===== src/rtl/vid_layer_mixer_if.sv =====
// Bus bundle for vid_layer_mixer: Avalon-MM config slave, SDRAM read master and pixel FIFO push.
// Modport master is the mixer's own view of the bundle; slave is the surrounding system's view.
interface vid_layer_mixer_if #(
  parameter int PIX_W  = 16,
  parameter int ADDR_W = 24
);
  logic [3:0]        iAVL_ADDRESS;
  logic              iAVL_READ;
  logic              iAVL_WRITE;
  logic [31:0]       iAVL_WRITE_DATA;
  logic [31:0]       oAVL_READ_DATA;
  logic              oAVL_WAIT_REQUEST;
  logic [ADDR_W-1:0] oSDRAM_ADDRESS;
  logic              oSDRAM_READ;
  logic              iSDRAM_WAIT_REQUEST;
  logic [PIX_W-1:0]  iSDRAM_READ_DATA;
  logic              iSDRAM_READ_DATA_VALID;
  logic              oPIX_START;
  logic [PIX_W-1:0]  oPIX_RGB;
  logic              oPIX_WRITE;
  logic              iPIX_FULL;

  modport master (
    input  iAVL_ADDRESS, iAVL_READ, iAVL_WRITE, iAVL_WRITE_DATA,
    output oAVL_READ_DATA, oAVL_WAIT_REQUEST,
    output oSDRAM_ADDRESS, oSDRAM_READ,
    input  iSDRAM_WAIT_REQUEST, iSDRAM_READ_DATA, iSDRAM_READ_DATA_VALID,
    output oPIX_START, oPIX_RGB, oPIX_WRITE,
    input  iPIX_FULL
  );

  modport slave (
    output iAVL_ADDRESS, iAVL_READ, iAVL_WRITE, iAVL_WRITE_DATA,
    input  oAVL_READ_DATA, oAVL_WAIT_REQUEST,
    input  oSDRAM_ADDRESS, oSDRAM_READ,
    output iSDRAM_WAIT_REQUEST, iSDRAM_READ_DATA, iSDRAM_READ_DATA_VALID,
    input  oPIX_START, oPIX_RGB, oPIX_WRITE,
    output iPIX_FULL
  );
endinterface


===== src/rtl/vid_layer_mixer.sv =====
// Multi-layer SDRAM frame-buffer mixer, top layer first, with per-frame shadowed configuration.
// Define VID_LAYER_MIXER_COLORKEY_EN to enable colour-key fall-through to lower layers and BG.
module vid_layer_mixer #(
  parameter int NUM_LAYERS = 2,
  parameter int H_RES      = 320,
  parameter int V_RES      = 240,
  parameter int PIX_W      = 16,
  parameter int ADDR_W     = 24
) (
  input  logic              iCLOCK,
  input  logic              iRESET,
  vid_layer_mixer_if.master bus
);
  localparam int NPIX  = H_RES * V_RES;
  localparam int IDX_W = (NPIX > 1) ? $clog2(NPIX) : 1;
  localparam int LW    = (NUM_LAYERS > 1) ? $clog2(NUM_LAYERS) : 1;
  localparam logic [IDX_W-1:0] LAST_IDX = IDX_W'(NPIX - 1);

  typedef enum logic [1:0] {IDLE, REQ, WAIT, OUT} state_t;
  state_t state, state_nxt;

  logic                  ctrl_run, ctrl_cont, busy;
  logic [15:0]           frame_cnt;
  logic [PIX_W-1:0]      bg, sh_bg;
  logic [NUM_LAYERS-1:0] layer_en, sh_en;
  logic [ADDR_W-1:0]     base    [NUM_LAYERS];
  logic [ADDR_W-1:0]     sh_base [NUM_LAYERS];
`ifdef VID_LAYER_MIXER_COLORKEY_EN
  logic [PIX_W-1:0]      key     [NUM_LAYERS];
  logic [PIX_W-1:0]      sh_key  [NUM_LAYERS];
  logic                  key_hit, has_lower;
  logic [LW-1:0]         lower_ptr;
`endif
  logic [IDX_W-1:0]      pix_idx;
  logic [LW-1:0]         ptr;
  logic [PIX_W-1:0]      pix_q;
  logic [31:0]           rdata;

  logic wr_ctrl, eff_run, eff_cont, keep_going;
  logic is_last, pix_done, fall_through, start_frame;

  function automatic logic [LW-1:0] top_layer(input logic [NUM_LAYERS-1:0] en);
    top_layer = '0;
    for (int l = 0; l < NUM_LAYERS; l++)
      if (en[l]) top_layer = LW'(l);
  endfunction

  // A CTRL write landing on the last pixel decides whether the next frame runs.
  assign wr_ctrl    = bus.iAVL_WRITE && (bus.iAVL_ADDRESS == 4'd0);
  assign eff_run    = wr_ctrl ? bus.iAVL_WRITE_DATA[0] : ctrl_run;
  assign eff_cont   = wr_ctrl ? bus.iAVL_WRITE_DATA[1] : ctrl_cont;
  assign keep_going = eff_run && eff_cont;

  assign is_last     = (pix_idx == LAST_IDX);
  assign pix_done    = (state == OUT) && !bus.iPIX_FULL;
  assign start_frame = ((state == IDLE) && ctrl_run) || (pix_done && is_last && keep_going);

`ifdef VID_LAYER_MIXER_COLORKEY_EN
  assign key_hit = (bus.iSDRAM_READ_DATA == sh_key[ptr]);

  always_comb begin
    has_lower = 1'b0;
    lower_ptr = '0;
    for (int l = 0; l < NUM_LAYERS; l++)
      if (sh_en[l] && (LW'(l) < ptr)) begin
        has_lower = 1'b1;
        lower_ptr = LW'(l);
      end
  end

  assign fall_through = key_hit && has_lower;
`else
  assign fall_through = 1'b0;
`endif

  always_ff @(posedge iCLOCK or negedge iRESET) begin
    if (!iRESET) state <= IDLE;
    else         state <= state_nxt;
  end

  always_comb begin
    state_nxt = state;
    case (state)
      IDLE: if (ctrl_run) state_nxt = (|layer_en) ? REQ : OUT;
      REQ:  if (!bus.iSDRAM_WAIT_REQUEST) state_nxt = WAIT;
      WAIT: if (bus.iSDRAM_READ_DATA_VALID) state_nxt = fall_through ? REQ : OUT;
      OUT: begin
        if (!bus.iPIX_FULL) begin
          if (!is_last)        state_nxt = (|sh_en) ? REQ : OUT;
          else if (keep_going) state_nxt = (|layer_en) ? REQ : OUT;
          else                 state_nxt = IDLE;
        end
      end
      default: state_nxt = IDLE;
    endcase
  end

  always_ff @(posedge iCLOCK or negedge iRESET) begin
    if (!iRESET) begin
      ctrl_run  <= 1'b0;
      ctrl_cont <= 1'b0;
      busy      <= 1'b0;
      frame_cnt <= '0;
      bg        <= '0;
      sh_bg     <= '0;
      layer_en  <= '0;
      sh_en     <= '0;
      pix_idx   <= '0;
      ptr       <= '0;
      pix_q     <= '0;
      for (int l = 0; l < NUM_LAYERS; l++) begin
        base[l]    <= '0;
        sh_base[l] <= '0;
`ifdef VID_LAYER_MIXER_COLORKEY_EN
        key[l]     <= '0;
        sh_key[l]  <= '0;
`endif
      end
    end else begin
      if (start_frame) begin
        sh_bg   <= bg;
        sh_en   <= layer_en;
        for (int l = 0; l < NUM_LAYERS; l++) begin
          sh_base[l] <= base[l];
`ifdef VID_LAYER_MIXER_COLORKEY_EN
          sh_key[l]  <= key[l];
`endif
        end
        pix_idx <= '0;
        ptr     <= top_layer(layer_en);
        pix_q   <= bg;
        busy    <= 1'b1;
      end

      case (state)
        WAIT: begin
          if (bus.iSDRAM_READ_DATA_VALID) begin
`ifdef VID_LAYER_MIXER_COLORKEY_EN
            if (fall_through) ptr   <= lower_ptr;
            else              pix_q <= key_hit ? sh_bg : bus.iSDRAM_READ_DATA;
`else
            pix_q <= bus.iSDRAM_READ_DATA;
`endif
          end
        end
        OUT: begin
          if (!bus.iPIX_FULL) begin
            if (!is_last) begin
              pix_idx <= pix_idx + 1'b1;
              ptr     <= top_layer(sh_en);
              if (~|sh_en) pix_q <= sh_bg;
            end else begin
              frame_cnt <= frame_cnt + 16'd1;
              if (!keep_going) begin
                busy     <= 1'b0;
                ctrl_run <= 1'b0;
              end
            end
          end
        end
        default: ;
      endcase

      // Register writes come last so a same-cycle CTRL write overrides the RUN clear.
      if (bus.iAVL_WRITE) begin
        case (bus.iAVL_ADDRESS)
          4'd0: begin
            ctrl_run  <= bus.iAVL_WRITE_DATA[0];
            ctrl_cont <= bus.iAVL_WRITE_DATA[1];
          end
          4'd2: bg       <= bus.iAVL_WRITE_DATA[PIX_W-1:0];
          4'd3: layer_en <= bus.iAVL_WRITE_DATA[NUM_LAYERS-1:0];
          default: ;
        endcase
        for (int l = 0; l < NUM_LAYERS; l++) begin
          if (bus.iAVL_ADDRESS == 4'(4 + 2*l)) base[l] <= bus.iAVL_WRITE_DATA[ADDR_W-1:0];
`ifdef VID_LAYER_MIXER_COLORKEY_EN
          if (bus.iAVL_ADDRESS == 4'(5 + 2*l)) key[l]  <= bus.iAVL_WRITE_DATA[PIX_W-1:0];
`endif
        end
      end
    end
  end

  always_comb begin
    rdata = '0;
    if (bus.iAVL_READ) begin
      case (bus.iAVL_ADDRESS)
        4'd0: rdata[1:0]            = {ctrl_cont, ctrl_run};
        4'd1: rdata                 = {frame_cnt, 15'd0, busy};
        4'd2: rdata[PIX_W-1:0]      = bg;
        4'd3: rdata[NUM_LAYERS-1:0] = layer_en;
        default: ;
      endcase
      for (int l = 0; l < NUM_LAYERS; l++) begin
        if (bus.iAVL_ADDRESS == 4'(4 + 2*l)) rdata[ADDR_W-1:0] = base[l];
`ifdef VID_LAYER_MIXER_COLORKEY_EN
        if (bus.iAVL_ADDRESS == 4'(5 + 2*l)) rdata[PIX_W-1:0]  = key[l];
`endif
      end
    end
  end

  assign bus.oAVL_READ_DATA    = rdata;
  assign bus.oAVL_WAIT_REQUEST = 1'b0;
  assign bus.oSDRAM_READ       = (state == REQ);
  assign bus.oSDRAM_ADDRESS    = (state == REQ) ? (sh_base[ptr] + ADDR_W'(pix_idx)) : '0;
  assign bus.oPIX_WRITE        = pix_done;
  assign bus.oPIX_START        = pix_done && (pix_idx == '0);
  assign bus.oPIX_RGB          = pix_q;
endmodule


===== src/flat_wrapper.sv =====
// flat-port wrapper written by rule: the top's interface ports become plain ports
module vid_layer_mixer_flat 
#(
  parameter int NUM_LAYERS = 2,
  parameter int H_RES      = 320,
  parameter int V_RES      = 240,
  parameter int PIX_W      = 16,
  parameter int ADDR_W     = 24
)
  (iCLOCK, iRESET, bus_iAVL_ADDRESS, bus_iAVL_READ, bus_iAVL_WRITE, bus_iAVL_WRITE_DATA, bus_oAVL_READ_DATA, bus_oAVL_WAIT_REQUEST, bus_oSDRAM_ADDRESS, bus_oSDRAM_READ, bus_iSDRAM_WAIT_REQUEST, bus_iSDRAM_READ_DATA, bus_iSDRAM_READ_DATA_VALID, bus_oPIX_START, bus_oPIX_RGB, bus_oPIX_WRITE, bus_iPIX_FULL);
  vid_layer_mixer_if #(.PIX_W(PIX_W), .ADDR_W(ADDR_W)) bus_i ();
  input  logic iCLOCK;
  input  logic iRESET;
  input wire logic [$bits(bus_i.iAVL_ADDRESS)-1:0] bus_iAVL_ADDRESS;
  input wire logic [$bits(bus_i.iAVL_READ)-1:0] bus_iAVL_READ;
  input wire logic [$bits(bus_i.iAVL_WRITE)-1:0] bus_iAVL_WRITE;
  input wire logic [$bits(bus_i.iAVL_WRITE_DATA)-1:0] bus_iAVL_WRITE_DATA;
  output wire logic [$bits(bus_i.oAVL_READ_DATA)-1:0] bus_oAVL_READ_DATA;
  output wire logic [$bits(bus_i.oAVL_WAIT_REQUEST)-1:0] bus_oAVL_WAIT_REQUEST;
  output wire logic [$bits(bus_i.oSDRAM_ADDRESS)-1:0] bus_oSDRAM_ADDRESS;
  output wire logic [$bits(bus_i.oSDRAM_READ)-1:0] bus_oSDRAM_READ;
  input wire logic [$bits(bus_i.iSDRAM_WAIT_REQUEST)-1:0] bus_iSDRAM_WAIT_REQUEST;
  input wire logic [$bits(bus_i.iSDRAM_READ_DATA)-1:0] bus_iSDRAM_READ_DATA;
  input wire logic [$bits(bus_i.iSDRAM_READ_DATA_VALID)-1:0] bus_iSDRAM_READ_DATA_VALID;
  output wire logic [$bits(bus_i.oPIX_START)-1:0] bus_oPIX_START;
  output wire logic [$bits(bus_i.oPIX_RGB)-1:0] bus_oPIX_RGB;
  output wire logic [$bits(bus_i.oPIX_WRITE)-1:0] bus_oPIX_WRITE;
  input wire logic [$bits(bus_i.iPIX_FULL)-1:0] bus_iPIX_FULL;
  assign bus_i.iAVL_ADDRESS = bus_iAVL_ADDRESS;
  assign bus_i.iAVL_READ = bus_iAVL_READ;
  assign bus_i.iAVL_WRITE = bus_iAVL_WRITE;
  assign bus_i.iAVL_WRITE_DATA = bus_iAVL_WRITE_DATA;
  assign bus_oAVL_READ_DATA = bus_i.oAVL_READ_DATA;
  assign bus_oAVL_WAIT_REQUEST = bus_i.oAVL_WAIT_REQUEST;
  assign bus_oSDRAM_ADDRESS = bus_i.oSDRAM_ADDRESS;
  assign bus_oSDRAM_READ = bus_i.oSDRAM_READ;
  assign bus_i.iSDRAM_WAIT_REQUEST = bus_iSDRAM_WAIT_REQUEST;
  assign bus_i.iSDRAM_READ_DATA = bus_iSDRAM_READ_DATA;
  assign bus_i.iSDRAM_READ_DATA_VALID = bus_iSDRAM_READ_DATA_VALID;
  assign bus_oPIX_START = bus_i.oPIX_START;
  assign bus_oPIX_RGB = bus_i.oPIX_RGB;
  assign bus_oPIX_WRITE = bus_i.oPIX_WRITE;
  assign bus_i.iPIX_FULL = bus_iPIX_FULL;
  vid_layer_mixer #(.NUM_LAYERS(NUM_LAYERS), .H_RES(H_RES), .V_RES(V_RES), .PIX_W(PIX_W), .ADDR_W(ADDR_W)) u_core (.iCLOCK(iCLOCK), .iRESET(iRESET), .bus(bus_i));
endmodule

===== config.mk =====
export PLATFORM = sky130hd
export DESIGN_NAME = vid_layer_mixer_flat
export DESIGN_NICKNAME = d
export VERILOG_FILES = /design/src/rtl/vid_layer_mixer_if.sv /design/src/rtl/vid_layer_mixer.sv /design/src/flat_wrapper.sv
export SDC_FILE = /design/constraint.sdc
export NUM_CORES = 1
export LEC_CHECK = 0
export CAP_MARGIN = 10
export CORE_MARGIN = 1.5
export CORE_UTILIZATION = 32
export DETAILED_ROUTE_END_ITERATION = 6
export PLACE_DENSITY = 0.59
export SLEW_MARGIN = 0
export SYNTH_ARGS = -nofsm -noshare
export SYNTH_HDL_FRONTEND = slang
export SYNTH_SLANG_ARGS = --single-unit

===== constraint.sdc =====
create_clock -name iCLOCK -period 6.3 [get_ports iCLOCK]
set_input_delay 1.89 -clock iCLOCK [delete_from_list [all_inputs] [get_ports iCLOCK]]
set_output_delay 1.89 -clock iCLOCK [all_outputs]
set_load 0.01 [all_outputs]

Yosys cells after proc, flatten, opt, wreduce, memory -nomap -nowiden

Index checks and enable logic that the tools add are counted.

Word-level logic and storage cells: 104
Output and inout bits: 76
RAM bits: 0
Memories: 0
Latch bits: 0
Input bits: 59
Register bits after elaboration: 187
Memory bits (read-only): 0

Multiplexer cells: 48
Div/mod/pow operators: 0
Bitwise gates (word level): 2
Order comparisons: 1
Add/subtract/negate cells: 3
Reductions and logical operators: 21
Shift operators: 0
Multipliers: 0
Equal/unequal tests: 13

Operators with widths:

| operator                                             | count |
|---|---|
| 2-to-1 mux 24 bit                                    | 6 |
| 2-to-1 mux 16 bit                                    | 6 |
| 2-to-1 mux 17 bit                                    | 4 |
| 2-to-1 mux 32 bit                                    | 1 |
| case mux 16 bit (2 select lines)                     | 1 |
| adder 24 x 17 -> 24 bit                              | 1 |
| 2-to-1 mux 1 bit                                     | 19 |
| adder 17 x 1 -> 17 bit (second input constant)       | 1 |
| equality test 17 bit (second input constant)         | 1 |
| logical NOT 17 bit                                   | 1 |
| adder 16 x 1 -> 16 bit (second input constant)       | 1 |
| 2-to-1 mux 2 bit                                     | 8 |
| case mux 2 bit (4 select lines)                      | 2 |
| 2-to-1 mux 14 bit                                    | 1 |
| AND reduction 2 bit                                  | 5 |
| equality test 4 x 2 -> 1 bit (second input constant) | 2 |
| equality test 4 x 3 -> 1 bit (second input constant) | 2 |
| logical AND 1 bit                                    | 7 |
| inequality test 2 bit (second input constant)        | 3 |
| equality test 2 bit (second input constant)          | 2 |
| equality test 4 x 1 -> 1 bit (second input constant) | 1 |
| logical NOT 4 bit                                    | 1 |
| AND reduction 4 bit                                  | 1 |
| OR reduction 2 bit                                   | 2 |
| 9 further kinds                                      | 9 |

Longest topological paths before layout

Depth after elaboration: 11
Depth in mapped cells: 13
Depth with buffers taken out: 10

Least setup slack after synthesis

No wires, ideal clock.

Kind: reg2out
Start: register u_core.ptr
End: output bus_oSDRAM_ADDRESS[22]
Arrival time: 3.849 ns
Slack: 0.561 ns
Cell stages (with the launch flop): 13
Path buffers: 4
Required time: 4.410 ns
Path through: dfrtp_1 -> clkbuf_1 -> clkbuf_1 -> buf_1 -> clkbuf_1 -> mux2_2 -> ha_1 -> o21a_1 -> and2_1 -> or4_1 -> o21ba_2 -> or4_1 -> nand3_1

Cells in the longest elaborated chain, start to end: 6

RTL lines:

| what                                                  | line                   | text |
|---|---|---|
| start: declaration                                    | vid_layer_mixer.sv:35  | `logic [LW-1:0] ptr;` |
| start signal: assignment                              | vid_layer_mixer.sv:130 | `ptr <= top_layer(layer_en);` |
| start signal: assignment                              | vid_layer_mixer.sv:150 | `ptr <= top_layer(sh_en);` |
| inverter 1 -> 2 bit (not written as such)             | vid_layer_mixer.sv:207 | `assign bus.oSDRAM_ADDRESS = (state == REQ) ? (sh_base[ptr] + ADDR_W'(pix_idx)) : '0;` |
| 2-to-1 mux 24 bit (not written as such) (3 in series) | vid_layer_mixer.sv:207 |  |
| adder 24 x 17 -> 24 bit                               | vid_layer_mixer.sv:207 |  |
| 2-to-1 mux 24 bit                                     | vid_layer_mixer.sv:207 |  |
| end: declaration                                      | flat_wrapper.sv:20     | `output wire logic [$bits(bus_i.oSDRAM_ADDRESS)-1:0] bus_oSDRAM_ADDRESS;` |

Every way passes these cells. The select of a mux whose other input is x is not followed.

Worst setup path in the final report

Start: input bus_iAVL_ADDRESS[0]
End: output bus_oAVL_READ_DATA[5]

Cells in the longest elaborated chain, start to end: 5
Elaborated cells on any way between the ends: 7
Those cells by class: 3 x eq/ne; 4 x mux

RTL lines:

| what                         | line                   | text |
|---|---|---|
| start: declaration           | flat_wrapper.sv:14     | `input wire logic [$bits(bus_i.iAVL_ADDRESS)-1:0] bus_iAVL_ADDRESS;` |
| equality test 4 x 2 -> 1 bit | vid_layer_mixer.sv:188 | `case (bus.iAVL_ADDRESS)` |
| 2-to-1 mux 14 bit            | vid_layer_mixer.sv:188 |  |
| 2-to-1 mux 24 bit            | vid_layer_mixer.sv:196 | `if (bus.iAVL_ADDRESS == 4'(4 + 2*l)) rdata[ADDR_W-1:0] = base[l];` |
| 2-to-1 mux 24 bit (*)        | vid_layer_mixer.sv:196 |  |
| 2-to-1 mux 32 bit (*)        | vid_layer_mixer.sv:187 | `if (bus.iAVL_READ) begin` |
| end: declaration             | flat_wrapper.sv:18     | `output wire logic [$bits(bus_i.oAVL_READ_DATA)-1:0] bus_oAVL_READ_DATA;` |

Mark *: on every way between the ends. The rest lies on a longest branch, timed or not.

==> metrics.txt <==
status=finished clean; vias in the first global route=about 7,600; clk sinks=roughly 190; Routability Congestion=around 0.83; worst path cell trace=clkdlybuf4s50_1 -> nor2_1 -> and3_1 -> buf_12 -> a22oi_1 -> a21boi_0 -> clkdlybuf4s50_1; top_reg_cell synth=dfrtp_1; Via Count=slightly below 8,000; clock-pin slew on the worst setup and hold paths=roughly 60 ps; GRT Total Usage=between 10% and 20%; Via-to-Cell Ratio=a little over 5; min-delay worst type=reg -> reg; setup ws final=between 200 and 250 ps; clock network power share=38.3%; Crit path arrival time=about 4200 ps; Syn. warnings=0; post-CTS setup buffer count=0; WP depth=7; final std cells w/o fill=about 1,500; Logic pwr share=between 10% and 20%; H-tree Lvls=4; Die Width=roughly 180 um; number of synthesized flops with an enable pin=0; top post-synthesis cells by area=dfrtp_1 (47%), nand2_1 (10%), mux2_2 (9.3%); Net Sw Frac=a little over a quarter; critical path class=in -> out; total power=2.90 mW; P&R area growth vs syn=23.0%; port buffer count=about 130; Max-Cap Viols=0; Max stage delay on crit path=between 600 and 700 ps; DRC errors left=0; chip height=around 180 um; R2R setup slack=3210 ps; Yosys top cell by area=dfrtp_1; fin crit share=~96%; Seq pwr share=approximately half; Reg2Reg Depth=7; Initial Util=about a third; First DRT Iteration DRCs=632; Mapped Nets=about 1,100; CP Max Fanout=16; Core Rows=64; wire per inst=~17 um; worst vdd ir=190 uV; Psw=roughly 0.79 mW; hold violation count in the final report=0; final HPWL from detailed placement=approximately 18,000 um; clock root cell=clkbuf_16; area of the die=31,900 um^2; CTS tree=built; I/O pin total=roughly 140; CTS max path bufs=2; setup TNS=0 ps; async set-reset flop share out of synthesis=100%; Syn Std Cell Area=between 9000 and 10,000 um^2; WL final=25,600 um; antenna cell count=0; drt pass-1 iters=7; final setup fails=0; final net count=roughly 1,200; Lkg Pwr=~5.5 nW; CP max stage cell=clkdlybuf4s50_1; Critical Path Start Type=input pin; Required @ worst endpoint=~4400 ps; Final ANT Viol Nets=0; pre-CTS setup slack=259 ps; CP delay by family, top=buffers and inverters; highest clock rate=approximately 160 MHz; Avg Cell Area, Syn=slightly below 10 um^2; most frequent CP cell=clkdlybuf4s50_1; Slew Limit Fails=0; first-pass GRT wire length=~41,000 um; fin crit period=around 6100 ps; post-synth top area share=between 40% and 50%; hold path cells=1; number of CTS-inserted buffers=17; sequential area share after synthesis=around 47%; Cells after DPL=about 1,500; Least-Margin Pin Slew=approximately 910 ps; Cell Int Power=~2.1 mW; later-pin clock latency in the skew report=around 430 ps; fraction of layout cells with a size suffix above 1=between 10% and 20%; Yosys reg bits=~190; unrepaired setup endpoints after global routing=no; count of mapped cells out of synthesis=approximately 1,000; Synth cell types=between 60 and 70; pin count of the biggest net entering global routing=around 110; crit path capture type=output pin; max_slew headroom=about two fifths; Power per Cell Area=between 200 and 250 nW/um^2; Max Clock Skew=about 12 ps; initial antenna violation count=0; Core Region=roughly 31,000 um^2; total grt overflow=0; buffer and inverter count on the worst path=3
[path summary, 6_finish.rpt]
check / from / endpoint
setup / recovery: bus_iAVL_ADDRESS[0] / bus_oAVL_READ_DATA[5]
hold / removal: u_core.frame_cnt[15] / u_core.frame_cnt[15]
setup reg to reg: u_core.pix_idx[10] / u_core.sh_base[5]
hold reg to reg: u_core.frame_cnt[15] / u_core.frame_cnt[15]
max in group asynchronous: iRESET / u_core.frame_cnt[15]
min in group asynchronous: iRESET / u_core.base[9]
[cells in the mapped netlist (3+ instances only)]
| cell type | instances |
|---|---|
| a21boi_0 | 17 |
| a21o_1 | 4 |
| a21oi_1 | 23 |
| a221o_1 | 13 |
| a221o_2 | 4 |
| a222oi_1 | 10 |
| a22o_1 | 16 |
| a22oi_1 | 15 |
| and2_1 | 8 |
| and3_1 | 18 |
| and4_1 | 4 |
| buf_2 | 9 |
| buf_6 | 12 |
| clkbuf_1 | 26 |
| dfrtp_1 | 187 |
| ha_1 | 20 |
| inv_1 | 14 |
| mux2_2 | 82 |
| mux2i_1 | 13 |
| nand2_1 | 268 |
| nand2b_1 | 6 |
| nand3_1 | 24 |
| nand3b_1 | 4 |
| nand4_1 | 15 |
| nor2_1 | 45 |
| nor2b_1 | 12 |
| nor3_1 | 16 |
| nor4_1 | 4 |
| o211ai_1 | 5 |
| o21a_1 | 10 |
| o21ai_0 | 31 |
| o31ai_1 | 3 |
| or4_1 | 5 |
| xnor2_1 | 18 |
| xor2_1 | 11 |
[per-stage QoR]
stage | instance area, um^2 | utilization, % | hold WS, ps
floorplan | 9880 | - | 433
global placement | 11500 | 37.8 | 445
detailed placement | 11500 | 37.8 | 450
CTS | 12100 | 39.8 | 465
global route | 12200 | 39.8 | 487
finish | 12200 | 39.8 | 458
[flip-flops by register name (all words and copies together), names as in the netlist, 2 cells and up]
signal,count
u_core.state,2
u_core.layer_en,2
u_core.sh_base,48
u_core.bg,16
u_core.sh_en,2
u_core.bus.oPIX_RGB,16
u_core.base,48
u_core.pix_idx,17
u_core.frame_cnt,16
u_core.sh_bg,16
[cell families (layout without fill, tap and decap cells)]
kind of cell             Yosys count  after routing  share of synthesized area [%]
AO/OA/AOI/OAI                    170            170                           12.7
XOR/XNOR                          29             29                           2.57
adder cells (fa/ha/maj)           21             21                           2.74
buffers and inverters             64            189                           3.50
flip-flops                       187            187                           47.4
multiplexers                      96             96                           10.9
other                              1              1                         0.0380
AND/OR/NAND/NOR                  440            440                           20.2
[worst reg2reg max path, stage by stage (launching register included)]
cell and delay, ps:
dfrtp_1 450, or4_4 590, nor4_4 410, and2_4 350, a21o_4 440, buf_4 560, nand2_1 150, nand2_1 90
[layout make-up]
type	instances	area (um^2)
fillers	2983	18400
flip-flops and latches	187	4680
clock inverters	14	176
inverters	14	52.6
repair buffers	143	1440
multi-input cells	757	4870
clock buffers	18	439
well taps	396	495
[per-layer routing]
| layer | part of all wire, % | vias to the layer above | track usage (%) |
|---|---|---|---|
| li1 | - | 3783 | - |
| met1 | 49 | 3783 | 24.2 |
| met2 | 45 | 167 | 25.8 |
| met3 | 4.2 | 17 | 2.69 |
| met4 | 0.94 | 0 | 3.89 |
| met5 | 0 | - | 0 |
[placed cells by master (no fill, tap or decap), drive strengths merged, types with 17 or more instances in the layout]
cell and count:
mux2 82, xnor2 18, nor3 18, nand2 268, ha 20, a21oi 23
inv 20, nor2 45, o21ai 31, dfrtp 187, a221o 17, nand3 24
and3 18, clkbuf 18, clkdlybuf4s50 124, a21boi 17, buf 19
[power groups by stage]
stage | registers, mW | clock network [mW] | logic (mW)
CTS | 1.46 | 1.13 | 0.330
detailed placement | 1.48 | 0 | 0.327
global placement | 1.48 | 0 | 0.321
floorplan | 1.43 | 0 | 0.205
finish | 1.46 | 1.11 | 0.326
global route | 1.48 | 1.18 | 0.362
[what timing repair did]
action	in CTS	in global routing
gates resized for setup	0	3
endpoints found under the setup margin	0	4
endpoints found under the hold margin	0	0
hold buffers	0	0
No activity file was read; power rests on OpenSTA's default activity.
